===== src/rtl/eespfal_lane_sequencer.sv =====
// Phase sequencer for multi-lane EESPFAL adiabatic switch arrays: dual-rail operand drive,
// staircase clocks, discharge and dual-rail capture. Optional macro EESPFAL_ERRCNT_EN adds err_count.
module eespfal_lane_sequencer #(
  parameter int LANES    = 4,
  parameter int BIT_SIZE = 64,
  parameter int PHASES   = 4,
  parameter int DIV_W    = 8
) (
`ifdef EESPFAL_ERRCNT_EN
  output logic [15:0]                 err_count,
`endif
  input  logic                        wb_clk_i,
  input  logic                        wb_rst_i,
  input  logic                        start,
  // one code point beyond the lane count so an out-of-range select can be requested and rejected
  input  logic [$clog2(LANES):0]      lane_sel,
  input  logic [DIV_W-1:0]            phase_div,
  input  logic [BIT_SIZE-1:0]         x_in,
  input  logic [BIT_SIZE-1:0]         k_in,
  output logic                        busy,
  output logic                        done,
  output logic                        lane_err,
  output logic [BIT_SIZE-1:0]         s_out,
  output logic                        rail_err,
  output logic [LANES*BIT_SIZE-1:0]   x_top,
  output logic [LANES*BIT_SIZE-1:0]   x_bar_top,
  output logic [LANES*BIT_SIZE-1:0]   k_top,
  output logic [LANES*BIT_SIZE-1:0]   k_bar_top,
  output logic [LANES*PHASES-1:0]     clk_top,
  output logic [LANES*PHASES-1:0]     Dis_top,
  output logic                        Dis_Phase_top,
  input  logic [LANES*BIT_SIZE-1:0]   s_top,
  input  logic [LANES*BIT_SIZE-1:0]   s_bar_top
);

  localparam int SEL_W = $clog2(LANES) + 1;
  localparam int PH_W  = (PHASES > 1) ? $clog2(PHASES) : 1;
  localparam logic [SEL_W-1:0] LANES_V = SEL_W'(LANES);
  localparam logic [PH_W-1:0]  PH_LAST = PH_W'(PHASES - 1);

  typedef enum logic [2:0] {S_IDLE, S_LOAD, S_RISE, S_EVAL, S_FALL, S_DISCH, S_DONE} state_t;

  state_t                    state_q, state_d;
  logic [DIV_W-1:0]          cnt_q, cnt_d, div_q, div_d;
  logic [PH_W-1:0]           ph_q, ph_d;
  logic [SEL_W-1:0]          lane_q, lane_d;
  logic [BIT_SIZE-1:0]       x_q, x_d, k_q, k_d;
  logic                      step_last, drive;

  logic                      busy_q, busy_d, done_q, done_d, lane_err_q, lane_err_d;
  logic                      rail_err_q, rail_err_d, dis_phase_q, dis_phase_d;
  logic [BIT_SIZE-1:0]       s_out_q, s_out_d;
  logic [LANES*BIT_SIZE-1:0] x_top_q, x_top_d, x_bar_q, x_bar_d;
  logic [LANES*BIT_SIZE-1:0] k_top_q, k_top_d, k_bar_q, k_bar_d;
  logic [LANES*PHASES-1:0]   clk_top_q, clk_top_d, dis_top_q, dis_top_d;

`ifdef EESPFAL_ERRCNT_EN
  logic [15:0] err_count_q, err_count_d;

  function automatic logic [15:0] sat_inc(input logic [15:0] v);
    return (v == 16'hFFFF) ? v : v + 16'd1;
  endfunction
`endif

  always_comb begin
    state_d    = state_q;
    cnt_d      = cnt_q;
    ph_d       = ph_q;
    lane_d     = lane_q;
    div_d      = div_q;
    x_d        = x_q;
    k_d        = k_q;
    lane_err_d = 1'b0;
    step_last  = (cnt_q == div_q);

    unique case (state_q)
      S_IDLE: begin
        if (start) begin
          if (lane_sel < LANES_V) begin
            state_d = S_LOAD;
            cnt_d   = '0;
            lane_d  = lane_sel;
            div_d   = phase_div;
            x_d     = x_in;
            k_d     = k_in;
          end else begin
            lane_err_d = 1'b1;
          end
        end
      end
      S_LOAD: begin
        cnt_d = cnt_q + 1'b1;
        if (step_last) begin
          state_d = S_RISE;
          cnt_d   = '0;
          ph_d    = '0;
        end
      end
      S_RISE: begin
        cnt_d = cnt_q + 1'b1;
        if (step_last) begin
          cnt_d = '0;
          if (ph_q == PH_LAST) state_d = S_EVAL;
          else                 ph_d    = ph_q + 1'b1;
        end
      end
      S_EVAL: begin
        state_d = S_FALL;
        cnt_d   = '0;
        ph_d    = PH_LAST;
      end
      S_FALL: begin
        cnt_d = cnt_q + 1'b1;
        if (step_last) begin
          cnt_d = '0;
          if (ph_q == '0) state_d = S_DISCH;
          else            ph_d    = ph_q - 1'b1;
        end
      end
      S_DISCH: begin
        cnt_d = cnt_q + 1'b1;
        if (step_last) begin
          state_d = S_DONE;
          cnt_d   = '0;
        end
      end
      default: state_d = S_IDLE;
    endcase

    // Outputs are decoded from the next state so they appear registered in step with it
    drive     = (state_d == S_LOAD) || (state_d == S_RISE) ||
                (state_d == S_EVAL) || (state_d == S_FALL);
    x_top_d   = '0;
    x_bar_d   = '0;
    k_top_d   = '0;
    k_bar_d   = '0;
    clk_top_d = '0;
    dis_top_d = '0;
    for (int l = 0; l < LANES; l++) begin
      if (SEL_W'(l) == lane_d) begin
        if (drive) begin
          x_top_d[l*BIT_SIZE +: BIT_SIZE] = x_d;
          x_bar_d[l*BIT_SIZE +: BIT_SIZE] = ~x_d;
          k_top_d[l*BIT_SIZE +: BIT_SIZE] = k_d;
          k_bar_d[l*BIT_SIZE +: BIT_SIZE] = ~k_d;
        end
        for (int p = 0; p < PHASES; p++) begin
          clk_top_d[l*PHASES+p] = (state_d == S_EVAL) ||
                                  ((state_d == S_RISE) && (PH_W'(p) <= ph_d)) ||
                                  ((state_d == S_FALL) && (PH_W'(p) <  ph_d));
          dis_top_d[l*PHASES+p] = (state_d == S_DISCH);
        end
      end
    end
    dis_phase_d = (state_d == S_DISCH);
    done_d      = (state_d == S_DONE);
    busy_d      = (state_d != S_IDLE);

    s_out_d    = s_out_q;
    rail_err_d = rail_err_q;
    if (state_q == S_EVAL) begin
      for (int l = 0; l < LANES; l++) begin
        if (SEL_W'(l) == lane_q) begin
          s_out_d    = s_top[l*BIT_SIZE +: BIT_SIZE];
          rail_err_d = |(~(s_top[l*BIT_SIZE +: BIT_SIZE] ^ s_bar_top[l*BIT_SIZE +: BIT_SIZE]));
        end
      end
    end
`ifdef EESPFAL_ERRCNT_EN
    err_count_d = err_count_q;
    if ((state_q == S_EVAL) && rail_err_d) err_count_d = sat_inc(err_count_q);
`endif
  end

  always_ff @(posedge wb_clk_i) begin
    if (wb_rst_i) begin
      state_q     <= S_IDLE;
      cnt_q       <= '0;
      ph_q        <= '0;
      busy_q      <= 1'b0;
      done_q      <= 1'b0;
      lane_err_q  <= 1'b0;
      rail_err_q  <= 1'b0;
      dis_phase_q <= 1'b0;
      s_out_q     <= '0;
      x_top_q     <= '0;
      x_bar_q     <= '0;
      k_top_q     <= '0;
      k_bar_q     <= '0;
      clk_top_q   <= '0;
      dis_top_q   <= '0;
`ifdef EESPFAL_ERRCNT_EN
      err_count_q <= '0;
`endif
    end else begin
      state_q     <= state_d;
      cnt_q       <= cnt_d;
      ph_q        <= ph_d;
      busy_q      <= busy_d;
      done_q      <= done_d;
      lane_err_q  <= lane_err_d;
      rail_err_q  <= rail_err_d;
      dis_phase_q <= dis_phase_d;
      s_out_q     <= s_out_d;
      x_top_q     <= x_top_d;
      x_bar_q     <= x_bar_d;
      k_top_q     <= k_top_d;
      k_bar_q     <= k_bar_d;
      clk_top_q   <= clk_top_d;
      dis_top_q   <= dis_top_d;
`ifdef EESPFAL_ERRCNT_EN
      err_count_q <= err_count_d;
`endif
    end
    lane_q <= lane_d;
    div_q  <= div_d;
    x_q    <= x_d;
    k_q    <= k_d;
  end

  assign busy          = busy_q;
  assign done          = done_q;
  assign lane_err      = lane_err_q;
  assign s_out         = s_out_q;
  assign rail_err      = rail_err_q;
  assign x_top         = x_top_q;
  assign x_bar_top     = x_bar_q;
  assign k_top         = k_top_q;
  assign k_bar_top     = k_bar_q;
  assign clk_top       = clk_top_q;
  assign Dis_top       = dis_top_q;
  assign Dis_Phase_top = dis_phase_q;
`ifdef EESPFAL_ERRCNT_EN
  assign err_count     = err_count_q;
`endif

endmodule


===== config.mk =====
export PLATFORM = sky130hd
export DESIGN_NAME = eespfal_lane_sequencer
export DESIGN_NICKNAME = d
export VERILOG_FILES = /design/src/rtl/eespfal_lane_sequencer.sv
export SDC_FILE = /design/constraint.sdc
export NUM_CORES = 2
export LEC_CHECK = 0
export CAP_MARGIN = 20
export CORE_AREA = 2 2 696 698
export DETAILED_ROUTE_END_ITERATION = 10
export DIE_AREA = 0 0 698 700
export PLACE_DENSITY = 0.36
export SYNTH_ARGS = -nofsm -noshare
export SYNTH_HDL_FRONTEND = slang
export SYNTH_SLANG_ARGS = --single-unit

===== constraint.sdc =====
create_clock -name wb_clk_i -period 6.3 [get_ports wb_clk_i]
set_input_delay 0.945 -clock wb_clk_i [delete_from_list [all_inputs] [get_ports wb_clk_i]]
set_output_delay 0.945 -clock wb_clk_i [all_outputs]
set_load 0.03 [all_outputs]

**After elaboration in Yosys (flattened, before gate mapping)**

Index checks and enable logic that the tools add are counted.

- $lt $le $gt $ge: 9
- Reduce and logical (&&, ||, !) cells: 39
- Equal/unequal tests: 21
- Divide/modulo/power cells: 0
- Shifts and indexed selects: 0
- $add $sub $neg: 3
- Mux-type cells: 41
- Bitwise logic cells: 16
- $mul: 0

Operator list:

| kind | number |
|---|---|
| $mux W64 | 14 |
| $not A64 Y64 | 6 |
| $reduce_or A64 Y1 | 4 |
| $xor A64 B64 Y64 | 4 |
| $mux W3 | 11 |
| $mux W8 | 3 |
| $pmux W8 S3 | 1 |
| $pmux W3 S6 | 1 |
| $eq A3 B3 Y1 const B | 5 |
| $eq A2 B3 Y1 const A | 4 |
| $eq A3 B2 Y1 const B | 4 |
| $logic_or A1 B1 Y1 | 11 |
| $mux W2 | 5 |
| $logic_not A3 Y1 | 3 |
| $add A8 B1 Y8 const B | 1 |
| $eq A8 B8 Y1 | 1 |
| $logic_and A1 B1 Y1 | 8 |
| $pmux W2 S4 | 1 |
| $reduce_or A2 Y1 | 4 |
| $eq A1 B3 Y1 const A | 2 |
| $eq A3 B1 Y1 const B | 2 |
| $not A1 Y1 | 6 |
| $reduce_and A3 Y1 | 2 |
| $reduce_bool A3 Y1 | 2 |
| other kinds (15) | 24 |

- RAM bits: 0
- Latch bits: 0
- Bits in read-only memories: 0
- Memories: 0
- Bits in registers: 1265
- Logic and storage cells: 166

**Depth between registers and ports, before layout**

- Word-level depth: 9
- Gate-level depth with buffers: 10
- Mapped depth without buffers: 7

**Least setup slack after synthesis**

OpenSTA, ideal clock, no wires.

- Kind: input-to-reg
- Start: input port start
- End: register x_top_q[173], in the netlist x_top[173]
- Required time: 6.172 ns
- Data arrival time: 3.024 ns
- Buffers on the path: 3
- Cell stages on the path: 10
- Slack: 3.148 ns
- Cell sequence: or4b_1 > or2_1 > buf_2 > inv_2 > mux2i_1 > clkinv_1 > nand4_1 > buf_2 > buf_2 > nor2_1

- Elaborated cells between the ends (all ways): 17
- Those cells by class: eq/ne (5); mux (7); bitwise (1); reduce/logical (4)

RTL lines:

| what | RTL line | text |
|---|---|---|
| from (decl) | 14 | `input logic start,` |
| $mux W3 | 78 | `if (start) begin` |
| $mux W3 | 76 | `unique case (state_q)` |
| net lane_d[1] | 46 | `logic [SEL_W-1:0] lane_q, lane_d;` |
| $eq A2 B3 Y1 | 140 | `if (SEL_W'(l) == lane_d) begin` |
| $not A1 Y1 (no source line) | - |  |
| $reduce_or A2 Y1 (no source line) | - |  |
| to (signal assigned) | 205 | `x_top_q <= x_top_d;` |
| to (decl) | 53 | `logic [LANES*BIT_SIZE-1:0] x_top_q, x_top_d, x_bar_q, x_bar_d;` |

The timed path passes the listed nets, and every way through them passes these cells.
A chain may end at the register's enable or synchronous reset.

**Worst setup path in the final report**

- Start: register state_q[1]
- End: register x_bar_q[61], in the netlist x_bar_top[61]

- Word-level cells in the longest chain between the ends: 8
- Elaborated cells between the ends (all ways): 29
- Those cells by class: eq/ne (9); mux (12); bitwise (2); reduce/logical (6)

RTL lines:

| what | RTL line | text |
|---|---|---|
| from (decl) | 43 | `state_t state_q, state_d;` |
| from (signal assigned) | 196 | `state_q <= state_d;` |
| $mux W3 (on tied branches) | 116, 103, 79 |  |
| $mux W3 (on tied branches) | 114, 101, 78 |  |
| $pmux W3 S6 | 76 |  |
| $eq A3 B1 Y1 or $eq A3 B2 Y1 (tied branches) | 131 | `drive = (state_d == S_LOAD) \|\| (state_d == S_RISE) \|\|` |
| $logic_or A1 B1 Y1 (2 in series) | 131 |  |
| $logic_or A1 B1 Y1 | 132 | `(state_d == S_EVAL) \|\| (state_d == S_FALL);` |
| $mux W64 | - |  |
| to (signal assigned) | 206 | `x_bar_q <= x_bar_d;` |
| to (decl) | 53 |  |

Parallel ways exist; a longest one is shown, timed or not.

==> impl_summary.txt <==
----------------------------------------------------
[Outcome]
  Run status ... complete, no violations

[Die]
  Top-Level Pins ... 1779
  Floorplan die width ... 698 µm
  Initial standard-cell utilization of the core ... 0.07906
  Placeable core region ... 0.4811 mm²
  Number of rows created at floorplan ... 255
  Height of the die ... 700 µm
  Area of the die ... 0.4886 mm²

[Power and ir drop]
  Total power per unit cell area ... 319.5 mW/mm²
  IR drop worst, VDD ... 200.6 µV
  Static Leak ... 25.63 nW
  Power, Total ... 22.23 mW

[Global routing]
  Pin count of the biggest net entering global routing ... 131
  Leftover overflow at the end of global routing ... 0
  Antenna violations before repair ... 122
  Global-route wire length before repair ... 382.6 mm
  Vias in the first global route ... 34500
  Combined global-route utilization of all metal layers ... 0.1196

[Timing]
  Number of endpoints with negative hold slack in the final report ... 0
  Fin crit share ... 0.6614
  Highest achievable clock rate ... 240.0 MHz
  Final setup skew ... 55.87 ps
  Final setup violation count ... 0
  Min Clock Period, post-route ... 4167 ps
  Final total negative setup slack ... 0 ps
  Slew Limit Headroom ... 0.2196
  Unrepaired setup endpoints after global routing ... no
  Slew Limit Fails ... 0
  Worst Tran Pin Value ... 1171 ps

[Placement]
  Count of input and output buffers ... 1778
  GP Congestion ... 0.9524
  DP Wirelength ... 257.1 mm

[Clock network]
  Clock tree from TritonCTS ... yes
  Clock transition at the register clock pins on the worst setup and hold paths after CTS ... 60 ps
  Sink Count ... 1265
  Root buffer cell ... clkbuf_16
  H-Tree Level Count ... 4
  Maximum root-to-sink buffer count ... 4
  Post-CTS Setup Inserts ... 0
  Quantity of gates resized following cts ... 0
  Clk Latency, worst-skew pair ... 840 ps
  Inserted Clock Buffers ... 161
  Number of hold-repair buffers added at the cts stage ... 0

[Worst hold path]
  Type of the worst min-delay path ... reg2reg

[Synthesis]
  Share of the yosys chip area belonging to registers ... 0.6678
  Number of cells produced by synthesis ... 3631
  Count of synthesis-stage warnings from yosys ... 0
  Top cell type by total area after synthesis ... dfxtp_1
  Flops & latches, synth ... 1265
  Leading post-synthesis cells by cell area ... dfxtp_1 (66%), nor2_1 (12%), mux2i_1 (5.1%)
  Most used flip-flop cell after synthesis ... dfxtp_1
  Most repeated cell in the gate-level netlist after synthesis ... dfxtp_1
  Commonest cells in the netlist ... dfxtp_1 (1257), nor2_1 (1191), mux2i_1 (195)
  Number of synthesized flops with an enable pin ... 8
  Cell variety after synth ... 49
  Area fraction of the dominant cell type after synthesis ... 0.6615
  Net count of the mapped netlist ... 4286
  Combined area of all synthesized cells ... 0.03804 mm²
  Ys async rst share ... 0
  Average size of a mapped cell ... 10.48 µm²

[Routing]
  Vias post-DR ... 34270
  Routed length on met2 ... 146.9 mm
  Final routed DRC violation total ... 0
  Detailed-route vias per instance ... 2.840
  First drt pass iteration count ... 6
  Violation count after the first detailed-route iteration ... 2624
  Final routed wire length divided by cell count ... 25.35 µm
  Total routed wirelength ... 305.9 mm
  Number of routed nets with antenna violations ... 0
  Total met3 wirelength after detailed routing ... 25.69 mm
  Metal1 wirelength ... 123.3 mm
  DR top layer ... met5

[Critical path]
  Critical path fanouts, max ... 84
  Arrival @ worst endpoint ... 4900 ps
  Startpoint-to-endpoint class of the critical path ... reg2reg
  Element type at the critical path start ... flop
  Crit end category ... flop
  Required @ worst endpoint ... 7030 ps

[Finish]
  Layout net count ... 6124
  Share of final-layout standard cells stronger than drive strength 1 ... 0.06879
  Area growth syn-to-layout ... 82.87%

[Job]
  Total of max-cap violations ... 0

----------------------------------------------------
==> report_power, final <==
group | switching, mW | internal, mW | total [mW] | leakage (nW)
Sequential | 0.134 | 8.41 | 8.55 | 10.3
Combinational | 2.71 | 1.23 | 3.94 | 12.7
Clock | 3.96 | 5.78 | 9.74 | 2.67
Total | 6.80 | 15.4 | 22.2 | 25.6
==> area by class of cell <==
class | count | area (µm²)
Clock inverter | 71 | 949.7
Antenna cell | 44 | 110.1
Clock buffer | 220 | 4534
Sequential cell | 1265 | 25400
Fill cell | 54470 | 411600
Inverter | 135 | 506.7
Tap cell | 6425 | 8039
Timing Repair Buffer | 1876 | 18740
Multi-Input combinational cell | 2030 | 11280
==> placed cells by master, fill, tap and decap left out, drive strengths merged, types with 5 or more instances in the layout <==
master / Yosys / routed
a211oi: 129 / 129
a21oi: 71 / 71
a221oi: 5 / 5
buf: 140 / 103
bufinv: 0 / 17
clkbuf: 61 / 220
clkdlybuf4s50: 0 / 1773
clkinv: 1 / 36
clkinvlp: 0 / 8
dfxtp: 1257 / 1257
diode: 0 / 44
edfxtp: 8 / 8
inv: 134 / 145
mux2i: 195 / 195
nand2: 21 / 21
nand3: 10 / 10
nand4: 42 / 42
nor2: 1191 / 1191
nor3: 7 / 7
nor4: 44 / 44
o21ai: 8 / 8
xnor2: 150 / 150
xor2: 112 / 112
==> registers in the layout, summed over array words and instances (netlist names) <==
name,count
Dis_Phase_top,1
lane_q,3
k_q,64
k_top,256
s_out,64
clk_top,16
lane_err,1
busy,1
ph_q,2
done,1
rail_err,1
k_bar_top,256
x_top,256
x_q,64
Dis_top,4
x_bar_top,256
div_q,8
state_q,3
cnt_q,8
==> path summary, 6_finish.rpt <==
kind                                from                  endpoint  slack (ps)  depth (start not counted)
setup / recovery   state_q[1]$_SDFF_PP0_  x_bar_top[61]$_SDFF_PP0_        2130                          9
hold / removal    s_out[18]$_SDFFE_PP0P_    s_out[18]$_SDFFE_PP0P_         500                          2
setup reg to reg   state_q[1]$_SDFF_PP0_  x_bar_top[61]$_SDFF_PP0_        2130                          9
hold reg to reg   s_out[18]$_SDFFE_PP0P_    s_out[18]$_SDFFE_PP0P_         500                          2
==> metal layers <==
| layer | track usage | up-vias |
|---|---|---|
| met5 | 0 | - |
| met4 | 0.03424 | 68 |
| met3 | 0.03725 | 445 |
| met2 | 0.2043 | 1641 |
| met1 | 0.1435 | 16750 |
| li1 | - | 15370 |
==> critical path: stages, from the launching register on <==
cell	delay, ps
dfxtp_1	500
or4b_1	620
or2_4	410
inv_2	310
a2111oi_1	120
xnor2_1	580
nand4_1	390
buf_4	370
buf_12	210
nor2_1	260
==> logic make-up (layout without fill, tap and decap cells) <==
group                      Yosys count  in the layout  synth area share
adders and majority gates            1              1         0.0003289
muxes                              195            195           0.05131
xor gates and xnor gates           262            262           0.06032
and+or+nand+nor                   1331           1331            0.1390
other                                0             44                 0
DFF                               1265           1265            0.6678
buffers and inverters              336           2302           0.03838
AOI/OAI and AO/OA                  241            241           0.04279
==> through the flow <==
step           setup slack [ps]  hold WS, ps    util  instance area, µm²  instances
2_1_floorplan              3148        489.6       -               38040       3631
3_3_place_gp               1013        490.4  0.1329               63940      11730
3_5_place_dp               1392        493.0  0.1329               63960      11730
4_1_cts                    2008        501.5  0.1443               69450      12020
5_1_grt                    1839        513.9  0.1444               69490      12030
6_report                   2133        501.5  0.1446               69570      12070
(Power assumes the default switching activity.)
